==> src/rtl/fft_pkg.sv <==
// Shared constants, state type and address helper
// for the RFFT input buffer sequencer.
package fft_pkg;

    localparam int ADDR_W = 6;
    localparam int DEPTH  = 64;

    typedef enum logic {
        FILL  = 1'b0,
        DRAIN = 1'b1
    } state_t;

    function automatic logic [ADDR_W-1:0] bitrev6(
        input logic [ADDR_W-1:0] a
    );
        logic [ADDR_W-1:0] r;
        for (int i = 0; i < ADDR_W; i++) begin
            r[i] = a[ADDR_W-1-i];
        end
        return r;
    endfunction

endpackage

==> src/rtl/fft_buf_ctrl_if.sv <==
// Stream and buffer-RAM pins of the RFFT input sequencer.
// master is the sequencer side, slave is its environment.
interface fft_buf_ctrl_if #(
    parameter int WIDTH = 32
);
    import fft_pkg::*;

    logic              in_valid;
    logic              in_ready;
    logic [WIDTH-1:0]  in_data;
    logic              out_valid;
    logic              out_ready;
    logic [WIDTH-1:0]  out_data;
    logic              out_last;
    logic              frame_done;
    logic              bram_en;
    logic              bram_we;
    logic [ADDR_W-1:0] bram_addr;
    logic [WIDTH-1:0]  bram_di;
    logic [WIDTH-1:0]  bram_do;

    modport master (
        input  in_valid, in_data, out_ready, bram_do,
        output in_ready, out_valid, out_data, out_last,
        output frame_done, bram_en, bram_we, bram_addr, bram_di
    );

    modport slave (
        output in_valid, in_data, out_ready, bram_do,
        input  in_ready, out_valid, out_data, out_last,
        input  frame_done, bram_en, bram_we, bram_addr, bram_di
    );

endinterface

==> src/rtl/fft_buf_ctrl_fifo.sv <==
// Two-entry output FIFO holding {last, data} words
// returned from the buffer RAM.
module skid_fifo2 #(
    parameter int WIDTH = 32
) (
    input  logic             Clk,
    input  logic             Rst,
    input  logic             push,
    input  logic [WIDTH-1:0] push_data,
    input  logic             push_last,
    input  logic             pop,
    output logic [1:0]       occ,
    output logic [WIDTH-1:0] head_data,
    output logic             head_last
);

    logic [WIDTH:0] mem [2];
    logic           wp;
    logic           rp;
    logic [1:0]     cnt;

    // Pointer and occupancy bookkeeping; payload slots need no reset.
    always_ff @(posedge Clk) begin
        if (Rst) begin
            wp  <= 1'b0;
            rp  <= 1'b0;
            cnt <= 2'd0;
        end else begin
            if (push) begin
                mem[wp] <= {push_last, push_data};
                wp      <= ~wp;
            end
            if (pop) begin
                rp <= ~rp;
            end
            unique case ({push, pop})
                2'b10:   cnt <= cnt + 2'd1;
                2'b01:   cnt <= cnt - 2'd1;
                default: cnt <= cnt;
            endcase
        end
    end

    assign occ       = cnt;
    assign head_data = mem[rp][WIDTH-1:0];
    assign head_last = mem[rp][WIDTH];

endmodule

==> src/rtl/fft_buf_ctrl.sv <==
// Fills a 64-word buffer RAM in natural order, then drains it
// (optionally bit-reversed) through a 2-deep output FIFO.
module fft_buf_ctrl
    import fft_pkg::*;
#(
    parameter int WIDTH  = 32,
    parameter int BITREV = 1
) (
    input logic Clk,
    input logic Rst,
    fft_buf_ctrl_if.master bus
);

    localparam logic [6:0] LAST_IDX = 7'(DEPTH - 1);

    state_t            state;
    logic [6:0]        wcnt;
    logic [6:0]        rcnt;
    logic              inflight;
    logic              inflight_last;
    logic [1:0]        occ;
    logic [1:0]        pend;
    logic [WIDTH-1:0]  head_data;
    logic              head_last;
    logic              wr;
    logic              pop;
    logic              issue;
    logic              last_pop;
    logic [ADDR_W-1:0] rd_addr;

    assign bus.in_ready   = (state == FILL);
    assign bus.out_valid  = (occ != 2'd0);
    assign bus.out_data   = head_data;
    assign bus.out_last   = bus.out_valid && head_last;
    assign bus.frame_done = last_pop;

    // Handshakes and the read-issue decision; a read may only be
    // launched when the FIFO is sure to have room on its return.
    always_comb begin
        wr       = (state == FILL) && bus.in_valid;
        pop      = bus.out_valid && bus.out_ready;
        last_pop = pop && head_last;
        pend     = occ + {1'b0, inflight};
        issue    = (state == DRAIN) && !rcnt[6] &&
                   ((pend < 2'd2) || ((pend == 2'd2) && pop));
        rd_addr  = (BITREV != 0) ? bitrev6(rcnt[ADDR_W-1:0])
                                 : rcnt[ADDR_W-1:0];
    end

    // RAM pins: write in FILL, read in DRAIN, idle pins held at zero.
    always_comb begin
        bus.bram_en   = 1'b0;
        bus.bram_we   = 1'b0;
        bus.bram_addr = '0;
        bus.bram_di   = '0;
        unique case (1'b1)
            wr: begin
                bus.bram_en   = 1'b1;
                bus.bram_we   = 1'b1;
                bus.bram_addr = wcnt[ADDR_W-1:0];
                bus.bram_di   = bus.in_data;
            end
            issue: begin
                bus.bram_en   = 1'b1;
                bus.bram_addr = rd_addr;
            end
            default: ;
        endcase
    end

    // Fill/drain sequencing and the one-cycle read-return tracker.
    always_ff @(posedge Clk) begin
        if (Rst) begin
            state         <= FILL;
            wcnt          <= '0;
            rcnt          <= '0;
            inflight      <= 1'b0;
            inflight_last <= 1'b0;
        end else begin
            inflight      <= issue;
            inflight_last <= issue && (rcnt == LAST_IDX);
            unique case (state)
                FILL: begin
                    if (wr) begin
                        if (wcnt == LAST_IDX) begin
                            state <= DRAIN;
                            wcnt  <= '0;
                        end else begin
                            wcnt <= wcnt + 7'd1;
                        end
                    end
                end
                DRAIN: begin
                    if (issue) begin
                        rcnt <= rcnt + 7'd1;
                    end
                    if (last_pop) begin
                        state <= FILL;
                        rcnt  <= '0;
                    end
                end
                default: state <= FILL;
            endcase
        end
    end

    skid_fifo2 #(
        .WIDTH(WIDTH)
    ) u_obuf (
        .Clk       (Clk),
        .Rst       (Rst),
        .push      (inflight),
        .push_data (bus.bram_do),
        .push_last (inflight_last),
        .pop       (pop),
        .occ       (occ),
        .head_data (head_data),
        .head_last (head_last)
    );

endmodule
==> src/flat_wrapper.sv <==
// flat-port wrapper written by rule: the top's interface ports become plain ports
module fft_buf_ctrl_flat import fft_pkg::*;
#(
    parameter int WIDTH  = 32,
    parameter int BITREV = 1
)
  (Clk, Rst, bus_in_valid, bus_in_data, bus_out_ready, bus_bram_do, bus_in_ready, bus_out_valid, bus_out_data, bus_out_last, bus_frame_done, bus_bram_en, bus_bram_we, bus_bram_addr, bus_bram_di);
  fft_buf_ctrl_if #(.WIDTH(WIDTH)) bus_i ();
  input logic Clk;
  input logic Rst;
  input wire logic [$bits(bus_i.in_valid)-1:0] bus_in_valid;
  input wire logic [$bits(bus_i.in_data)-1:0] bus_in_data;
  input wire logic [$bits(bus_i.out_ready)-1:0] bus_out_ready;
  input wire logic [$bits(bus_i.bram_do)-1:0] bus_bram_do;
  output wire logic [$bits(bus_i.in_ready)-1:0] bus_in_ready;
  output wire logic [$bits(bus_i.out_valid)-1:0] bus_out_valid;
  output wire logic [$bits(bus_i.out_data)-1:0] bus_out_data;
  output wire logic [$bits(bus_i.out_last)-1:0] bus_out_last;
  output wire logic [$bits(bus_i.frame_done)-1:0] bus_frame_done;
  output wire logic [$bits(bus_i.bram_en)-1:0] bus_bram_en;
  output wire logic [$bits(bus_i.bram_we)-1:0] bus_bram_we;
  output wire logic [$bits(bus_i.bram_addr)-1:0] bus_bram_addr;
  output wire logic [$bits(bus_i.bram_di)-1:0] bus_bram_di;
  assign bus_i.in_valid = bus_in_valid;
  assign bus_i.in_data = bus_in_data;
  assign bus_i.out_ready = bus_out_ready;
  assign bus_i.bram_do = bus_bram_do;
  assign bus_in_ready = bus_i.in_ready;
  assign bus_out_valid = bus_i.out_valid;
  assign bus_out_data = bus_i.out_data;
  assign bus_out_last = bus_i.out_last;
  assign bus_frame_done = bus_i.frame_done;
  assign bus_bram_en = bus_i.bram_en;
  assign bus_bram_we = bus_i.bram_we;
  assign bus_bram_addr = bus_i.bram_addr;
  assign bus_bram_di = bus_i.bram_di;
  fft_buf_ctrl #(.WIDTH(WIDTH), .BITREV(BITREV)) u_core (.Clk(Clk), .Rst(Rst), .bus(bus_i));
endmodule
==> config.mk <==
export PLATFORM = sky130hd
export DESIGN_NAME = fft_buf_ctrl_flat
export DESIGN_NICKNAME = d
export VERILOG_FILES = /design/src/rtl/fft_pkg.sv /design/src/rtl/fft_buf_ctrl_if.sv /design/src/rtl/fft_buf_ctrl_fifo.sv /design/src/rtl/fft_buf_ctrl.sv /design/src/flat_wrapper.sv
export SDC_FILE = /design/constraint.sdc
export NUM_CORES = 1
export LEC_CHECK = 0
export CORE_MARGIN = 4
export CORE_UTILIZATION = 30
export CTS_BUF_LIST = sky130_fd_sc_hd__clkbuf_2
export CTS_CLUSTER_DIAMETER = 40
export DETAILED_ROUTE_END_ITERATION = 8
export PLACE_DENSITY = 0.61
export SETUP_SLACK_MARGIN = 0.05
export SLEW_MARGIN = 15
export SYNTH_ARGS = -nofsm -noshare
export SYNTH_HDL_FRONTEND = slang
export SYNTH_SLANG_ARGS = --single-unit
export TNS_END_PERCENT = 10
==> constraint.sdc <==
create_clock -name Clk -period 4.12 [get_ports Clk]
set_input_delay 1.236 -clock Clk [delete_from_list [all_inputs] [get_ports Clk]]
set_output_delay 1.236 -clock Clk [all_outputs]
set_load 0.005 [all_outputs]
==> impl_results.md <==
- Compound-Gate Fraction of Synth Area: 5.41%
- Leak: 0.00202 uW
- GRT met1 Usage: 15.9%
- Flop and latch count out of synthesis: 88
- Synth area leader: edfxtp_1
- Post-Layout Cell Count: 606
- Crit path launch type: primary input
- Most common cell after layout, fill and taps aside: clkdlybuf4s50_1
- Clock sink count: 88
- Share of flip-flops with an asynchronous set or reset: 0%
- Final Max Slew Viols: 0
- Max IR drop VDD: 0.000114 V
- Synth Flop Type: edfxtp_1
- Min-Delay Path Class: reg -> reg
- Clock skew: 0.0281 ns
- Final hold violations: 0
- Die ar.: 14200 um^2
- Post-synthesis mux area share: 10.0%
- RSZ-0062 raised after global routing: true
- HPWL after detailed placement: 6360 um
- Grt total ovfl: 0
- Initial Utilization: 30.7%
- Antenna viol nets, final: 0
- Drt pass-1 iters: 4
- Clock latency on the worst-skew pair: 0.53 ns
- Post-route design area: 5610 um^2
- Vias post-DR: 2758
- Via density: 4.55
- Worst Path Required: 2.88 ns
- Wirelength per Cell: 14.6 um
- Crit path DAT: 2.71 ns
- Clk slew on worst S/H paths: 0.24 ns
- Die height: 119 um
- IO Pins: 144
- Overall routing resource usage: 12.5%
- PD cells: 277 nW/um^2
- Worst-margin pin slew: 0.476 ns
- Minimum clock period: 3.94 ns
- Area post-placement: 5430 um^2
- IO buf count: 143
- Largest family of logic cells by synthesized area: simple AND/OR/NAND/NOR gates
- Fmax: 254 MHz
- Area growth syn-to-layout: 51.6%
- Synth Area in Simple Gates: 13.6%
- First-pass GRT wire length: 13900 um
- Crit share post-route: 95.7%
- # Max-Cap Violations: 0
- Row cnt: 40
- Largest net degree at the start of global routing: 38
- Crit path capture type: output pin
- CTS buffer count: 9
- Synth Area in Adders: 1.35%
- Post-Synth XOR/XNOR Area: 1.89%
- Warnings from Yosys: 0
- Worst Path Max Fanout: 3
- CTS tree: yes
- Mean area per synthesized cell: 13.5 um^2
- Netlist cell types: 40
- Seq/Total Area, Yosys: 65.5%
- R2r setup slk: 2.03 ns
- Max Buffers Root-to-Sink: 2
- Area of the mapped netlist: 3700 um^2
- Post-synth EDFFs: 66
- Cells after synthesis: 274
- Initial antenna violation count: 0
- Top post-synthesis cells by area: edfxtp_1, dfxtp_1, mux2_2, and2_1, nand2_1
- Setup-failing EPs final: 0
- H-tree depth: 3
- Top Usage Layer GRT: met2
- Most frequent cells in the layout: clkdlybuf4s50_1, edfxtp_1, and2_1, mux2_2, dfxtp_1
- Post-synthesis net count: 346
- Final net count: 505
- WHS: 0.469 ns
- CTS Root Cell: clkbuf_2
- Core area: 12100 um^2
- CP Class: in -> out
- Max_slew headroom: 68.3%
- Status: finished, final reports clean
- Chip Width: 119 um
- Vias in the first global route: 2779
- Number of DRC markers in iteration 0: 161
- GP Congestion: 0.753
- Post-Route WL: 8880 um
- Number of antenna diodes: 0
- M2 GR Usage: 19.5%
- DRC Markers: 0
- Top-area cell type share of the netlist area: 53.6%
- Grt met3 use: 4.84%
- Share of post-route cells with drive strength above 1: 17.1%
- Placed Cells incl. Taps: 589
==> final timing paths <==
kind,from,to,cells after the start
worst max-delay path,bus_out_ready,bus_bram_en,8
worst min-delay path,u_core.inflight_last,u_core.u_obuf.mem[1][32],0
worst min register to register,u_core.inflight_last,u_core.u_obuf.mem[1][32],0
worst max register to register,register,u_core.rcnt[5],5
==> report_power, final <==
part           internal, uW  total [uW]  switching [uW]  leakage (uW)
sequential              957         969            12.1      0.000774
clock                   145         438             293     0.0000677
combinational           105         148            43.6       0.00117
total                  1210        1550             348       0.00202
==> final cells by class <==
cell class                 instances  area, um^2
clock buffer                      10        50.0
clock inverter                     6        68.8
fill                            1114        6450
inverter                          10        37.5
multi-input combinational        165        1240
sequential                        88        2430
tap                              168         210
timing repair buffer             159        1580
==> per-layer routing <==
layer / share of wire [%] / vias up
li1: - / 1324
met1: 43 / 1281
met2: 45 / 143
met3: 10 / 10
met4: 1.2 / 0
met5: 0 / -
==> what timing repair did <==
action / CTS / global route
endpoints found under the setup margin: 7 / 7
gates resized for setup: 6 / 11
gates cloned: 0 / 0
setup buffers: 0 / 1
endpoints found under the hold margin: 0 / 0
hold buffers: 0 / 0
==> registers in the layout, indices dropped and copies added (netlist names), named ones only <==
register / cells
u_core.wcnt: 7
u_core.u_obuf.occ: 2
u_core.u_obuf.mem: 66
u_core.rcnt: 7
u_core.inflight: 1
u_core.state: 1
u_core.inflight_last: 1
u_core.u_obuf.rp: 1
u_core.u_obuf.wp: 1
==> synthesized netlist by cell type (all sizes together) (2+ instances only) <==
cell type	n
a21oi	6
nor2	13
mux2	33
xor2	3
nor2b	2
nand3	6
ha	4
a31oi	3
o211ai	2
dfxtp	22
nand2	17
xnor2	5
nand2b	2
edfxtp	66
buf	2
and2	33
clkbuf	9
a22o	4
o41ai	2
nand4	7
inv	9
nor4	2
o21ai	3
nor3	3
or3	3
==> metrics by stage <==
stage / TNS, ns / total power, uW / setup WS (ns) / utilization (%)
2_1_floorplan: 0 / 1020 / 0.738 / -
6_report: 0 / 1550 / 0.177 / 46.5
4_1_cts: 0 / 1580 / 0.0583 / 46.1
5_1_grt: 0 / 1630 / 0.0259 / 46.5
3_3_place_gp: -1.90 / 1140 / -0.298 / 45.1
3_5_place_dp: -1.88 / 1140 / -0.319 / 45.1
==> worst max-delay path, stage by stage <==
cell             delay, ns
buf_2                 0.15
nand3b_4              0.09
buf_4                 0.13
a221oi_2              0.26
nand2_1               0.12
buf_4                 0.15
nand2_1               0.06
clkdlybuf4s50_1       0.51
==> cells by family after synthesis <==
group | after synthesis
simple gates | 93
flops | 88
mux | 33
compound gates | 27
buf+inv | 21
xor+xnor | 8
fa+ha+maj | 4
Note: power is estimated with default switching activity, not from simulation.
